File: config.mk
export PLATFORM = sky130hd
export DESIGN_NAME = dt_arbiter
export DESIGN_NICKNAME = d
export VERILOG_FILES = /design/src/rtl/dt_pkg.sv /design/src/rtl/dt_rr_pick.sv /design/src/rtl/dt_arbiter.sv
export SDC_FILE = /design/constraint.sdc
export NUM_CORES = 1
export LEC_CHECK = 0
export ABC_AREA = 1
export BUFFER_PORTS_ARGS = -buffer_cell sky130_fd_sc_hd__buf_2
export CORE_UTILIZATION = 56
export DETAILED_ROUTE_END_ITERATION = 10
export GPL_TIMING_DRIVEN = 0
export PLACE_DENSITY_LB_ADDON = 0.25
export SLEW_MARGIN = 20
export SYNTH_ARGS = -nofsm -noshare
export SYNTH_HDL_FRONTEND = slang
export SYNTH_HIERARCHICAL = 1
export SYNTH_SLANG_ARGS = --single-unit
File: constraint.sdc
create_clock -name CLK -period 2.9 [get_ports CLK]
set_input_delay 0.58 -clock CLK [delete_from_list [all_inputs] [get_ports CLK]]
set_output_delay 0.58 -clock CLK [all_outputs]
set_load 0.01 [all_outputs]
File: src/rtl/dt_pkg.sv
// Shared types and constants for the display time-sharing arbiter.
// Digit/value widths, default hold time and the arbiter state encoding.
package dt_pkg;

    localparam int DIGIT_W      = 4;
    localparam int VAL_W        = 16;
    localparam int HOLD_CYC_DEF = 48_000_000;

    typedef enum logic {
        IDLE = 1'b0,
        SHOW = 1'b1
    } dt_state_e;

    // The hold counter needs at least one bit even when HOLD_CYC is 1.
    function automatic int cnt_width(input int hold);
        return (hold > 1) ? $clog2(hold) : 1;
    endfunction

endpackage

File: src/rtl/dt_rr_pick.sv
// Combinational round-robin picker: scans req starting after last_owner,
// ignoring bits set in excl, and returns the first set bit.
module rr_pick
    import dt_pkg::*;
#(
    parameter  int N_REQ = 3,
    localparam int IDX_W = $clog2(N_REQ)
) (
    input  logic [N_REQ-1:0] req,
    input  logic [IDX_W-1:0] last_owner,
    input  logic [N_REQ-1:0] excl,
    output logic             valid,
    output logic [IDX_W-1:0] win_idx,
    output logic [N_REQ-1:0] win_oh
);

    logic [N_REQ-1:0] cand;
    logic [IDX_W-1:0] sel;
    int               idx;

    always_comb begin
        valid   = 1'b0;
        win_idx = '0;
        win_oh  = '0;
        cand    = req & ~excl;
        sel     = '0;
        idx     = 0;
        for (int k = 1; k <= N_REQ; k++) begin
            idx = (int'(last_owner) + k) % N_REQ;
            sel = IDX_W'(idx);
            if (!valid && cand[sel]) begin
                valid   = 1'b1;
                win_idx = sel;
                win_oh  = N_REQ'(1) << sel;
            end
        end
    end

endmodule

File: src/rtl/dt_arbiter.sv
// Round-robin owner of the 4-digit display with a minimum on-screen time;
// registers the owner's 16-bit value as four nibbles for dt_module.
module dt_arbiter
    import dt_pkg::*;
#(
    parameter int N_REQ    = 3,
    parameter int HOLD_CYC = HOLD_CYC_DEF
) (
    input  logic                   CLK,
    input  logic                   RST_N,
    input  logic [N_REQ-1:0]       req,
    input  logic [VAL_W*N_REQ-1:0] data,
    output logic [N_REQ-1:0]       grant,
    output logic [DIGIT_W-1:0]     num1,
    output logic [DIGIT_W-1:0]     num2,
    output logic [DIGIT_W-1:0]     num3,
    output logic [DIGIT_W-1:0]     num4,
    output logic                   busy,
    output dt_state_e              state_dbg
);

    localparam int               IDX_W      = $clog2(N_REQ);
    localparam int               CNT_W      = cnt_width(HOLD_CYC);
    localparam logic [CNT_W-1:0] CNT_RELOAD = CNT_W'(HOLD_CYC - 1);
    localparam logic [IDX_W-1:0] LAST_RST   = IDX_W'(N_REQ - 1);

    // Handshake: req[i] is a level held by producer i for as long as it wants
    // the display; grant[i] rises one edge after it is picked and stays until
    // the owner drops req or the hold time expires with another req pending.

    dt_state_e        state_q, state_d;
    logic [N_REQ-1:0] grant_q, grant_d;
    logic [IDX_W-1:0] last_q, last_d;
    logic [CNT_W-1:0] cnt_q, cnt_d;
    logic [VAL_W-1:0] num_q, num_d;
    logic             busy_q, busy_d;

    logic             pick_valid;
    logic [IDX_W-1:0] pick_idx;
    logic [N_REQ-1:0] pick_oh;
    logic [N_REQ-1:0] excl;
    logic [VAL_W-1:0] owner_val;
    logic [VAL_W-1:0] win_val;
    logic             owner_req;
    logic             do_switch;

    // In SHOW the current owner is excluded so a pick is always "someone else".
    assign excl      = (state_q == SHOW) ? grant_q : '0;
    assign owner_req = |(req & grant_q);

    rr_pick #(.N_REQ(N_REQ)) u_pick (
        .req        (req),
        .last_owner (last_q),
        .excl       (excl),
        .valid      (pick_valid),
        .win_idx    (pick_idx),
        .win_oh     (pick_oh)
    );

    always_comb begin
        owner_val = '0;
        win_val   = '0;
        for (int i = 0; i < N_REQ; i++) begin
            if (last_q == IDX_W'(i))   owner_val = data[i*VAL_W +: VAL_W];
            if (pick_idx == IDX_W'(i)) win_val   = data[i*VAL_W +: VAL_W];
        end
    end

    always_comb begin
        state_d   = state_q;
        grant_d   = grant_q;
        last_d    = last_q;
        cnt_d     = cnt_q;
        num_d     = num_q;
        do_switch = 1'b0;
        case (state_q)
            IDLE: begin
                if (pick_valid) do_switch = 1'b1;
            end
            SHOW: begin
                if (!owner_req) begin
                    if (pick_valid) begin
                        do_switch = 1'b1;
                    end else begin
                        state_d = IDLE;
                        grant_d = '0;
                    end
                end else if (cnt_q == '0) begin
                    if (pick_valid) begin
                        do_switch = 1'b1;
                    end else begin
                        cnt_d = CNT_RELOAD;
                        num_d = owner_val;
                    end
                end else begin
                    cnt_d = cnt_q - 1'b1;
                    num_d = owner_val;
                end
            end
            default: state_d = IDLE;
        endcase
        // A switch lands in one edge: no idle cycle, no blank frame.
        if (do_switch) begin
            state_d = SHOW;
            grant_d = pick_oh;
            last_d  = pick_idx;
            cnt_d   = CNT_RELOAD;
            num_d   = win_val;
        end
        busy_d = |grant_d;
    end

    always_ff @(posedge CLK or negedge RST_N) begin
        if (!RST_N) begin
            state_q <= IDLE;
            grant_q <= '0;
            last_q  <= LAST_RST;
            cnt_q   <= '0;
            num_q   <= '0;
            busy_q  <= 1'b0;
        end else begin
            state_q <= state_d;
            grant_q <= grant_d;
            last_q  <= last_d;
            cnt_q   <= cnt_d;
            num_q   <= num_d;
            busy_q  <= busy_d;
        end
    end

    assign grant     = grant_q;
    assign busy      = busy_q;
    assign state_dbg = state_q;
    assign num1      = num_q[3:0];
    assign num2      = num_q[7:4];
    assign num3      = num_q[11:8];
    assign num4      = num_q[15:12];

endmodule

==> results.md <==
* Synth Area in XOR/XNOR at 1.17%
* Sequential area share after synthesis at 32.7%
* Total number of vias at 3767
* First-pass GRT wire length at 15500 um
* Post-layout min period at 2.68 ns
* CP Launch Point: last_q[1]$_DFFE_PN1P_
* CP endpoint kind: flip-flop
* Nets at 678
* Distinct cell type count after synthesis at 39
* Core Region at 6420 um2
* Main combinational cell family by area after synthesis: simple AND/OR/NAND/NOR gates
* Final GP Congestion at 0.875
* ANT cells at 0
* Fraction of layout cells with a size suffix above 1 at 24.2%
* Final period util at 92.4%
* Skew-Pair Late Insertion Delay at 0.31 ns
* Post-synth EDFFs at 0
* Max FO, Critical Path at 10
* Slowest cell on the critical path: dfstp_2
* Tot Pwr at 4.67 mW
* Cell family with most CP delay: buffers and inverters
* Die W at 83.8 um
* Most numerous cell in the Yosys netlist: nand2_1
* Total congestion overflow at 0
* Initial Util at 58.4%
* Root Driver: clkbuf_8
* Total CTS buffers at 5
* CP Depth at 12
* Clk pin slew, worst setup/hold paths at 0.10 ns
* I/O Pins at 74
* Mux contribution to synthesized area at 0%
* Post-synthesis compound-gate area fraction at 11.5%
* HPWL Detailed at 6880 um
* Ys async rst share at 100%
* # setup viols final at 0
* Gate Count Post-Synth at 540
* Worst-Margin Slew at 0.622 ns
* Max Cap Violations at 0
* HP Class: input port to asynchronous set/reset pin
* Via density at 5.40
* Hold Vio Cnt, Final at 0
* Die Y at 83.8 um
* CTS Sinks at 49
* Worst hold slack at 0.285 ns
* Startpoint Class: flip-flop
* Worst IR Drop VDD at 0.752 mV
* Post-Synthesis Cell Area at 3750 um2
* Crit path DAT at 2.93 ns
* Area Overhead vs Synth at 15.6%
* Row count at 29
* Initial antenna violation count at 0
* H-tree depth at 2
* Syn Nets at 599
* All-Layer GR Usage at 26.9%
* Synthesized area per cell at 6.95 um2
* Synth top area share at 32.0%
* DRT antenna net count at 0
* Synth cell count leaders: nand2_1 (147), inv_1 (89), nand3_1 (63), dfrtp_1 (48), nor2_1 (33)
* Run status: finished, violations left
* Synth Flop Type: dfrtp_1
* TritonCTS clock tree: done
* Placed insts at 690
* Leakage power at 2.28 nW
* Non-Filler Instances at 697
* RR Startpoint: last_q[1]$_DFFE_PN1P_
* Skew final at 0.0134 ns
* PortBufs at 73
* Max Root-Sink Buffers at 2
* R2R depth at 12
* Vias in the first global route at 3552
* Setup TNS at 0 ns
* Worst slew margin at 58.6%
* CP required at 3.15 ns
* Crit Path Category: flip-flop to flip-flop
* Synth warn at 6
* Post-synthesis simple-gate area fraction at 40.0%
* Cell area power density at 1080 nW/um2
* Final Max Slew Viols at 0
* Largest stage delay, worst path at 0.61 ns
* Crit path buf inv count at 5
* Post-route core utilization at 67.5%
* Initial DRC count at 213
* FF+latch count, synth at 49
* Cells along the critical path: inv_1 > ha_1 > inv_1 > nand2_1 > o22ai_1 > or2_4 > inv_2 > nand2_2 > buf_2 > buf_2 > nand3_1 > nand3_2
* Detailed-route wire length per cell at 12.8 um
* Adder-Cell Fraction of Synth Area at 2.00%
* Synth area leaders: dfrtp_1 (32%), nand2_1 (15%), inv_1 (8.9%)
* RSZ-0062 raised after global routing: false
* Cell taking the most area after synthesis: dfrtp_1
* Die area at 7030 um2
* Routed wire length at 8930 um
* Largest net degree at the start of global routing at 50
* Violated checks: DRC
* Maximum clock frequency at 373 MHz
* Residual DRC count at 5
* Total iterations of the first detailed-routing run at 8
==> state kept, by name, summed over array words and instances, names as in the netlist <==
signal and flops:
grant 3, last_q 2, busy 1, num_q 16, state_dbg 1, cnt_q 26
==> area by class of cell <==
cell class | count | area, um2
Fill cell | 571 | 2090
Multi-Input combinational cell | 378 | 2060
Sequential cell | 49 | 1230
Inverter | 97 | 374
Timing Repair Buffer | 73 | 368
Buffer | 15 | 97.6
Tap cell | 77 | 96.3
Clock buffer | 7 | 86.3
Clock inverter | 1 | 30.0
==> stage by stage <==
step                      cell area, um2  setup WS, ns
after global placement              4210         0.104
after floorplan                     3750         0.498
after detailed placement            4210        0.0677
final                               4340         0.221
after CTS                           4330        0.0321
after global routing                4340        0.0110
==> cells by family (layout without fill, tap and decap cells) <==
kind of cell,after synthesis,in the layout
compound gates,58,58
buf+inv,113,193
flops,49,49
xor+xnor,5,5
simple gates,309,309
fa+ha+maj,6,6
==> what timing repair did <==
item | in CTS | in global routing
endpoints found under the setup margin | 0 | 16
setup buffers | 0 | 0
resized for setup | 0 | 10
hold buffers | 0 | 0
==> path summary, 6_finish.rpt <==
path                       slack (ns)                     to
max                              0.22  num_q[14]$_DFFE_PN0P_
min                              0.29     grant[0]$_DFF_PN0_
max reg2reg                      0.22  num_q[14]$_DFFE_PN0P_
min reg2reg                      0.48   cnt_q[0]$_DFFE_PN0P_
max in group asynchronous        2.20  cnt_q[11]$_DFFE_PN0P_
min in group CLK                 0.48   cnt_q[0]$_DFFE_PN0P_
==> metal layers <==
| metal | up-vias | wire (um) | GRT usage (%) |
|---|---|---|---|
| li1 | 1903 | - | - |
| met1 | 1707 | 3990 | 33.7 |
| met2 | 136 | 4250 | 47.3 |
| met3 | 21 | 502 | 3.76 |
| met4 | 0 | 191 | 9.25 |
| met5 | - | 0 | 0 |
==> report_power, final <==
group	internal [mW]	total [mW]	leakage, nW	switching, mW
clock	0.282	0.515	0.0585	0.234
sequential	0.887	1.01	0.543	0.127
combinational	1.14	3.14	1.67	2.01
==> layout by cell type (no fill, tap or decap), types with 2 or more instances in the layout <==
cell type / Yosys / routed
a21oi_1: 2 / 2
nor2_2: 11 / 12
xor2_1: 4 / 4
o221ai_1: 29 / 29
nand3_2: 11 / 11
nand4_1: 5 / 5
o21ai_1: 2 / 2
inv_2: 6 / 7
nand3b_1: 3 / 3
nand3_1: 63 / 63
nand2_2: 15 / 15
a31oi_1: 2 / 2
or2_0: 3 / 3
clkbuf_2: 0 / 3
nor3_1: 6 / 6
buf_6: 2 / 2
nand3_4: 3 / 3
clkbuf_1: 8 / 4
nand2_1: 147 / 147
o22ai_1: 6 / 6
nand2_4: 3 / 3
buf_2: 5 / 77
inv_1: 89 / 88
clkbuf_8: 0 / 6
nor2_4: 2 / 2
inv_6: 2 / 2
nor2_1: 33 / 32
ha_1: 6 / 6
o21ai_0: 12 / 12
dfrtp_1: 48 / 48
Note: power is estimated with default switching activity, not from simulation.
